$ cat config.mk
export PLATFORM = sky130hd
export DESIGN_NAME = spi_reg_bank
export DESIGN_NICKNAME = d
export VERILOG_FILES = /design/src/rtl/spi_reg_bank.sv
export SDC_FILE = /design/constraint.sdc
export NUM_CORES = 1
export LEC_CHECK = 0
export BUFFER_PORTS_ARGS = -buffer_cell sky130_fd_sc_hd__buf_2
export CELL_PAD_IN_SITES_DETAIL_PLACEMENT = 0
export CELL_PAD_IN_SITES_GLOBAL_PLACEMENT = 1
export CORE_MARGIN = 5
export CORE_UTILIZATION = 44
export CTS_CLUSTER_SIZE = 28
export DETAILED_ROUTE_END_ITERATION = 16
export PLACE_DENSITY = 0.85
export REMOVE_ABC_BUFFERS = 1
export SYNTH_ARGS = -nofsm -noshare
export SYNTH_HDL_FRONTEND = slang
export SYNTH_SLANG_ARGS = --single-unit
$ cat constraint.sdc
create_clock -name sclk -period 2.8 [get_ports sclk]
set_clock_uncertainty 0.05 [all_clocks]
set_input_delay 0.28 -clock sclk [delete_from_list [all_inputs] [get_ports sclk]]
set_output_delay 0.28 -clock sclk [all_outputs]
set_load 0.01 [all_outputs]
$ cat src/rtl/spi_reg_bank.sv
// Command/address interpreter and register bank behind the SPI receive path.
// Writes auto-increment from a command address; reads serialize registers onto poci.
module spi_reg_bank #(
    parameter int          NUM_REGS  = 16,
    parameter logic [7:0]  RESET_VAL = 8'h00
) (
    input  logic                  sclk,
    input  logic                  rstn,
    input  logic                  frame_rstn,
    input  logic [7:0]            byte_in,
    input  logic                  byte_valid,
    output logic [8*NUM_REGS-1:0] reg_out,
    output logic                  poci,
    output logic                  wr_strobe,
    output logic [6:0]            wr_addr,
    output logic                  rd_active
);

    localparam logic [1:0] ST_CMD   = 2'd0;
    localparam logic [1:0] ST_WRITE = 2'd1;
    localparam logic [1:0] ST_READ  = 2'd2;

    logic [1:0] state_q, state_d;
    logic [6:0] ptr_q, ptr_d;
    logic [7:0] shreg_q, shreg_d;
    logic       wr_strobe_q, wr_strobe_d;
    logic [6:0] wr_addr_q, wr_addr_d;
    logic [7:0] regs_q [NUM_REGS];
    logic       poci_q;
    logic       wr_en;
    logic [6:0] rd_addr;
    logic [7:0] rd_data;
    logic       frame_rst_n;

    // Frame state is cleared by either reset; the register bank only by rstn.
    assign frame_rst_n = rstn & frame_rstn;

    // The command byte addresses the first read directly; later reads use ptr.
    always_comb begin
        rd_addr = (state_q == ST_CMD) ? byte_in[6:0] : ptr_q;
        rd_data = 8'h00;
        for (int i = 0; i < NUM_REGS; i++) begin
            if (rd_addr == 7'(i)) rd_data = regs_q[i];
        end
    end

    always_comb begin
        // NOTE: every output of this block gets a default first, so no path can infer a latch.
        state_d   = state_q;
        ptr_d     = ptr_q;
        shreg_d   = shreg_q;
        wr_addr_d = wr_addr_q;
        wr_en     = 1'b0;
        case (state_q)
            ST_CMD: begin
                if (byte_valid) begin
                    ptr_d = byte_in[6:0];
                    if (byte_in[7]) begin
                        state_d = ST_READ;
                        shreg_d = rd_data;
                        ptr_d   = byte_in[6:0] + 7'd1;
                    end else begin
                        state_d = ST_WRITE;
                    end
                end
            end
            ST_WRITE: begin
                if (byte_valid) begin
                    wr_en     = ({1'b0, ptr_q} < 8'(NUM_REGS));
                    wr_addr_d = ptr_q;
                    ptr_d     = ptr_q + 7'd1;
                end
            end
            ST_READ: begin
                if (byte_valid) begin
                    shreg_d = rd_data;
                    ptr_d   = ptr_q + 7'd1;
                end else begin
                    shreg_d = {shreg_q[6:0], 1'b0};
                end
            end
            default: state_d = ST_CMD;
        endcase
        wr_strobe_d = wr_en;
    end

    // NOTE: sequential state uses non-blocking assignments so all flops update together.
    always_ff @(posedge sclk or negedge frame_rst_n) begin
        if (!frame_rst_n) begin
            state_q     <= ST_CMD;
            ptr_q       <= 7'd0;
            shreg_q     <= 8'h00;
            wr_strobe_q <= 1'b0;
        end else begin
            state_q     <= state_d;
            ptr_q       <= ptr_d;
            shreg_q     <= shreg_d;
            wr_strobe_q <= wr_strobe_d;
        end
    end

    // NOTE: the bank is built from flops, not RAM, so every entry is reset to a known value.
    always_ff @(posedge sclk or negedge rstn) begin
        if (!rstn) begin
            for (int i = 0; i < NUM_REGS; i++) regs_q[i] <= RESET_VAL;
            wr_addr_q <= 7'd0;
        end else begin
            for (int i = 0; i < NUM_REGS; i++) begin
                if (wr_en && (ptr_q == 7'(i))) regs_q[i] <= byte_in;
            end
            wr_addr_q <= wr_addr_d;
        end
    end

    // Launching poci on the falling edge gives the host a full half cycle of setup.
    always_ff @(negedge sclk or negedge frame_rst_n) begin
        if (!frame_rst_n) poci_q <= 1'b0;
        else              poci_q <= shreg_q[7];
    end

    for (genvar g = 0; g < NUM_REGS; g++) begin : g_reg_out
        assign reg_out[8*g +: 8] = regs_q[g];
    end

    assign poci      = poci_q;
    assign wr_strobe = wr_strobe_q;
    assign wr_addr   = wr_addr_q;
    assign rd_active = (state_q == ST_READ);

endmodule

# [Yosys cells after proc, flatten, opt, wreduce, memory -nomap -nowiden]
# Cells that the tools add are included.
# Widths: inputs -> output; s select.
[op_classes] addsub=2 mux=30 bitwise_logic=2 n_reduce_logical=26 eq_ne=35 n_shift=0 n_div=0 order_cmp=1 mul=0
[ops] op="$mux 8" n=19
[ops] op="$eq 7x4->1 const B" n=16
[ops] op="$eq 7x3->1 const B" n=8
[ops] op="$eq 7x2->1 const B" n=4
[ops] op="$mux 7" n=4
[ops] op="$logic_and 1x1->1" n=16
[ops] op="$pmux 8 s2" n=1
[ops] op="$add 7x1->7 const B" n=2
[ops] op="$eq 7x1->1 const B" n=2
[ops] op="$logic_not 7->1" n=2
[ops] op="$pmux 7 s2" n=1
[ops] op="$lt 7x5->1 const B" n=1
[ops] op="$reduce_and 3->1" n=2
[ops] op="$mux 2" n=2
[ops] op="$ne 2x2->1 const B" n=2
[ops] op="$pmux 2 s2" n=1
[ops] op="$reduce_and 2->1" n=2
[ops] op="$reduce_bool 2->1" n=2
[ops] op="$eq 2x1->1 const B" n=1
[ops] op="$eq 2x2->1 const B" n=1
[ops] op="$logic_not 2->1" n=1
[ops] op="$mux 1" n=2
[ops] op="$ne 2x1->1 const B" n=1
[ops] op="$reduce_or 2->1" n=1
[ops] op="2 further kinds" n=2
[totals] n_memories=0 mem_bits_rw=0 out_inout_bits=138 latchBits=0 in_bits=12 wordCells=118 register_bits=154 rom_bits=0

# [Depth between registers and ports, before layout]
[logic_depth] word_depth=22 mapped_depth=12 mapped_depth_nobuf=8

==> run_results.csv <==
group,metric,value,unit
routing,vias_per_cell,6.15,
routing,routed.top_layer,"met4",
synthesis,synth_seq_cells,154,
cts,insertion_delay,0.43,ns
power_and_ir_drop,switching_power,0.00298,W
routing,wl_met1,11.3,mm
power_and_ir_drop,combPwrFrac,0.350,
cts,clk_pin_slew,0.07,ns
min_path,worstHoldPathType,"input pin to async pin",
routing,dr_wl_met2,12.5,mm
critical_path,critical_path_arrival,2.98,ns
cts,cts_sinks,154,
power_and_ir_drop,switching_share,0.364,
synthesis,yosysWarningCount,0,
cells_and_area,drive_gt1_frac,0.438,
critical_path,worstSetupStartpointType,"register",
critical_path,critPathKind,"register to register",
synthesis,syn_area,7880,um2
routing,wl_met3,1.90,mm
cts,cts_max_level,4,
critical_path,cp-end-kind,"register",
synthesis,yosys-top-cells-area,"dfrtp_1 49%, mux2_2 18%, o21ai_0 2.5%, nand2_1 2.5%, nand3_1 2.3%",
global_routing,antenna_found_initial,0,
cts,cts_made_buffers,17,
critical_path,r2r-start,"state_q[0]$_DFFE_PN0P_",
synthesis,synth_edf_count,0,
floorplanning,initial_core_util,0.443,
placement,dpl_worst_slack,-0.0901,ns
cells_and_area,nFillCells,1576,
critical_path,ff2ff_setup_slack,0.07,ns
power_and_ir_drop,power_density,837,nW/um2
routing,drt-total-wl,26.6,mm
floorplanning,dieHeight,144,um
cts,cts_tree,"yes",
synthesis,synth_top_cell_by_area,"dfrtp_1",
sta,period_share,0.975,
synthesis,synthTopCellsByCount,"153 x dfrtp_1, 124 x mux2_2, 52 x nand2_1",
synthesis,synthCells,700,
global_routing,grt_overflow,0,
routing,drc_errors,0,
floorplanning,die_w,144,um
routing,first_pass_iters,7,
power_and_ir_drop,p_int,0.00521,W
power_and_ir_drop,seqPwrFrac,0.363,
placement,dp_hpwl,19.5,mm
critical_path,worstPathMaxFanout,9,
sta,slew_viol_final,0,
cells_and_area,area_growth,24.2,%
global_routing,grt_pass1_vias,6824,
synthesis,synth_cell_types,73,
routing,drt_iter0_markers,581,
sta,relSlewSlack,0.408,
sta,finalSetupViolCount,0,
cells_and_area,layout.nets,893,
sta,fin_crit,2.73,ns
cts,clock_path_buffers,2,
global_routing,grt_pass1_wl,40.5,mm
floorplanning,std_cell_rows,49,
floorplanning,pin_count,150,
placement,gp_congestion,0.988,
global_routing,grt_start_max_net_pins,71,
sta,layout_setup_ws,0.0694,ns
power_and_ir_drop,pwr-share-clk,0.287,
synthesis,synth.top_cell.area_share,0.486,
power_and_ir_drop,peakVddDrop,0.533,mV
floorplanning,dieArea,20700,um2
sta,fmax,366,MHz
run_status,outcome,"complete, no violations",
synthesis,synth_seq_area_share,0.489,
synthesis,synth_most_common_cell,"dfrtp_1",
placement,place.port_buffers,149,
synthesis,synthFlopType,"dfrtp_1",
critical_path,crit-reg2reg-capture,"shreg_q[2]$_DFFE_PN0P_",
global_routing,grt_use_total,0.258,
routing,vias,6856,
routing,ant_nets,0,
sta,rsz0062_at_grt,"yes",
flow_run,cap_viol_max_count,0,
sta,hold_viol_final,0,
cts,cts-root-buf,"clkbuf_16",
synthesis,synth_area_per_cell,11.3,um2
critical_path,rr_worst_depth,8,
routing,wire_per_inst,23.8,um
synthesis,synth-async-reset-ratio,1.00,
sta,finalSetupTns,0,ns
power_and_ir_drop,leakagePower,4.98,nW
sta,worst_pin_slew,0.889,ns
floorplanning,core-area,17800,um2
critical_path,required,3.05,ns
## metrics by stage
step / cell area, um2 / instances / power, W / hold WS, ns / utilization
2_1_floorplan: 7620 / 646 / 0.00447 / -0.0656 / -
3_3_place_gp: 9050 / 1074 / 0.00568 / 0.0856 / 0.509
3_5_place_dp: 9050 / 1074 / 0.00571 / 0.0863 / 0.509
4_1_cts: 9680 / 1109 / 0.00808 / 0.199 / 0.544
5_1_grt: 9790 / 1114 / 0.00856 / 0.224 / 0.550
6_report: 9790 / 1115 / 0.00819 / 0.208 / 0.551
## critical path: stages, from the launching register on
cell and delay [ns]:
dfrtp_1 0.39, inv_1 0.12, ha_4 0.21, or4_1 0.61, a22oi_4 0.31, nand2_2 0.14
o221a_1 0.26, a2111oi_2 0.38, a2bb2oi_1 0.12
## worst max-delay path by stage
stage / start / to / slack [ns] / cells after the start
after floorplan: state_q[0]$_DFFE_PN0P_ / shreg_q[6]$_DFFE_PN0P_ / -0.56 / 8
after global placement: state_q[0]$_DFFE_PN0P_ / shreg_q[2]$_DFFE_PN0P_ / -0.02 / 8
after detailed placement: state_q[0]$_DFFE_PN0P_ / shreg_q[2]$_DFFE_PN0P_ / -0.09 / 8
after CTS: state_q[1]$_DFFE_PN0P_ / shreg_q[3]$_DFFE_PN0P_ / 0.03 / 9
after global routing: state_q[0]$_DFFE_PN0P_ / shreg_q[0]$_DFFE_PN0P_ / -0.02 / 10
final: state_q[0]$_DFFE_PN0P_ / shreg_q[2]$_DFFE_PN0P_ / 0.07 / 8
## sequential cells by signal, summed over array words and instances (netlist names)
signal     flops
reg_out      128
wr_strobe      1
wr_addr        7
ptr_q          7
state_q        2
poci           1
shreg_q        8
## cell type report
cell class | instances | area [um2] | share of cell area
Timing Repair Buffer | 206 | 1210 | 0.123
Clock buffer | 20 | 457 | 0.0467
Multi-Input combinational cell | 483 | 3800 | 0.389
Antenna cell | 1 | 2.50 | 0.000256
Clock inverter | 12 | 139 | 0.0142
Inverter | 10 | 37.5 | 0.00383
Tap cell | 229 | 287 | 0.0293
Sequential cell | 154 | 3850 | 0.394
## cell usage in the layout (no fill, tap or decap), types with 5 or more instances in the layout
cell type / netlist / final
xnor2_1: 5 / 5
and2_1: 9 / 9
a32oi_1: 6 / 6
o22ai_1: 7 / 7
clkbuf_16: 0 / 17
nand2_1: 52 / 48
nand3_1: 36 / 36
nand4_1: 15 / 15
a22oi_1: 5 / 5
dfrtp_1: 153 / 153
buf_4: 5 / 51
o21ai_0: 40 / 40
inv_1: 10 / 10
o22a_1: 5 / 5
ha_1: 9 / 7
nand2_2: 2 / 6
nand3b_1: 8 / 8
a21oi_1: 11 / 11
nor2_1: 19 / 19
a22o_1: 8 / 8
a222oi_1: 5 / 5
nor3_1: 5 / 5
and3_1: 13 / 13
or3_1: 6 / 5
mux2_2: 124 / 124
a31oi_1: 8 / 8
buf_2: 13 / 148
nand2b_1: 8 / 8
## logic make-up after synthesis
| logic type | Yosys count | share of synthesized area |
|---|---|---|
| XOR/XNOR | 6 | 0.00667 |
| adder cells (fa/ha/maj) | 9 | 0.0143 |
| flip-flops | 154 | 0.489 |
| buffers and inverters | 64 | 0.0375 |
| AND/OR/NAND/NOR | 194 | 0.133 |
| AO/OA/AOI/OAI | 147 | 0.140 |
| multiplexers | 126 | 0.180 |
## layer usage
| metal | vias to the layer above | GRT usage |
|---|---|---|
| met2 | 341 | 0.408 |
| met1 | 3471 | 0.359 |
| met5 | - | 0 |
| met4 | 0 | 0.0882 |
| met3 | 71 | 0.0459 |
| li1 | 2973 | - |
## power by group through the flow
stage	Combinational, W	Clock, W	Sequential, W
final	0.00286	0.00235	0.00298
after global routing	0.00309	0.00246	0.00301
after CTS	0.00275	0.00236	0.00297
after detailed placement	0.00270	0	0.00300
after global placement	0.00268	0	0.00300
after floorplan	0.00137	0	0.00310
## what timing repair did
item,4_1_cts,5_1_grt
resized for setup,2,16
hold buffers,2,0
pin swaps,1,3
buffers inserted,0,5
setup endpoints to repair,6,8
cloned,1,0
endpoints found under the hold margin,38,0
Power figures use the tool's default switching activity.
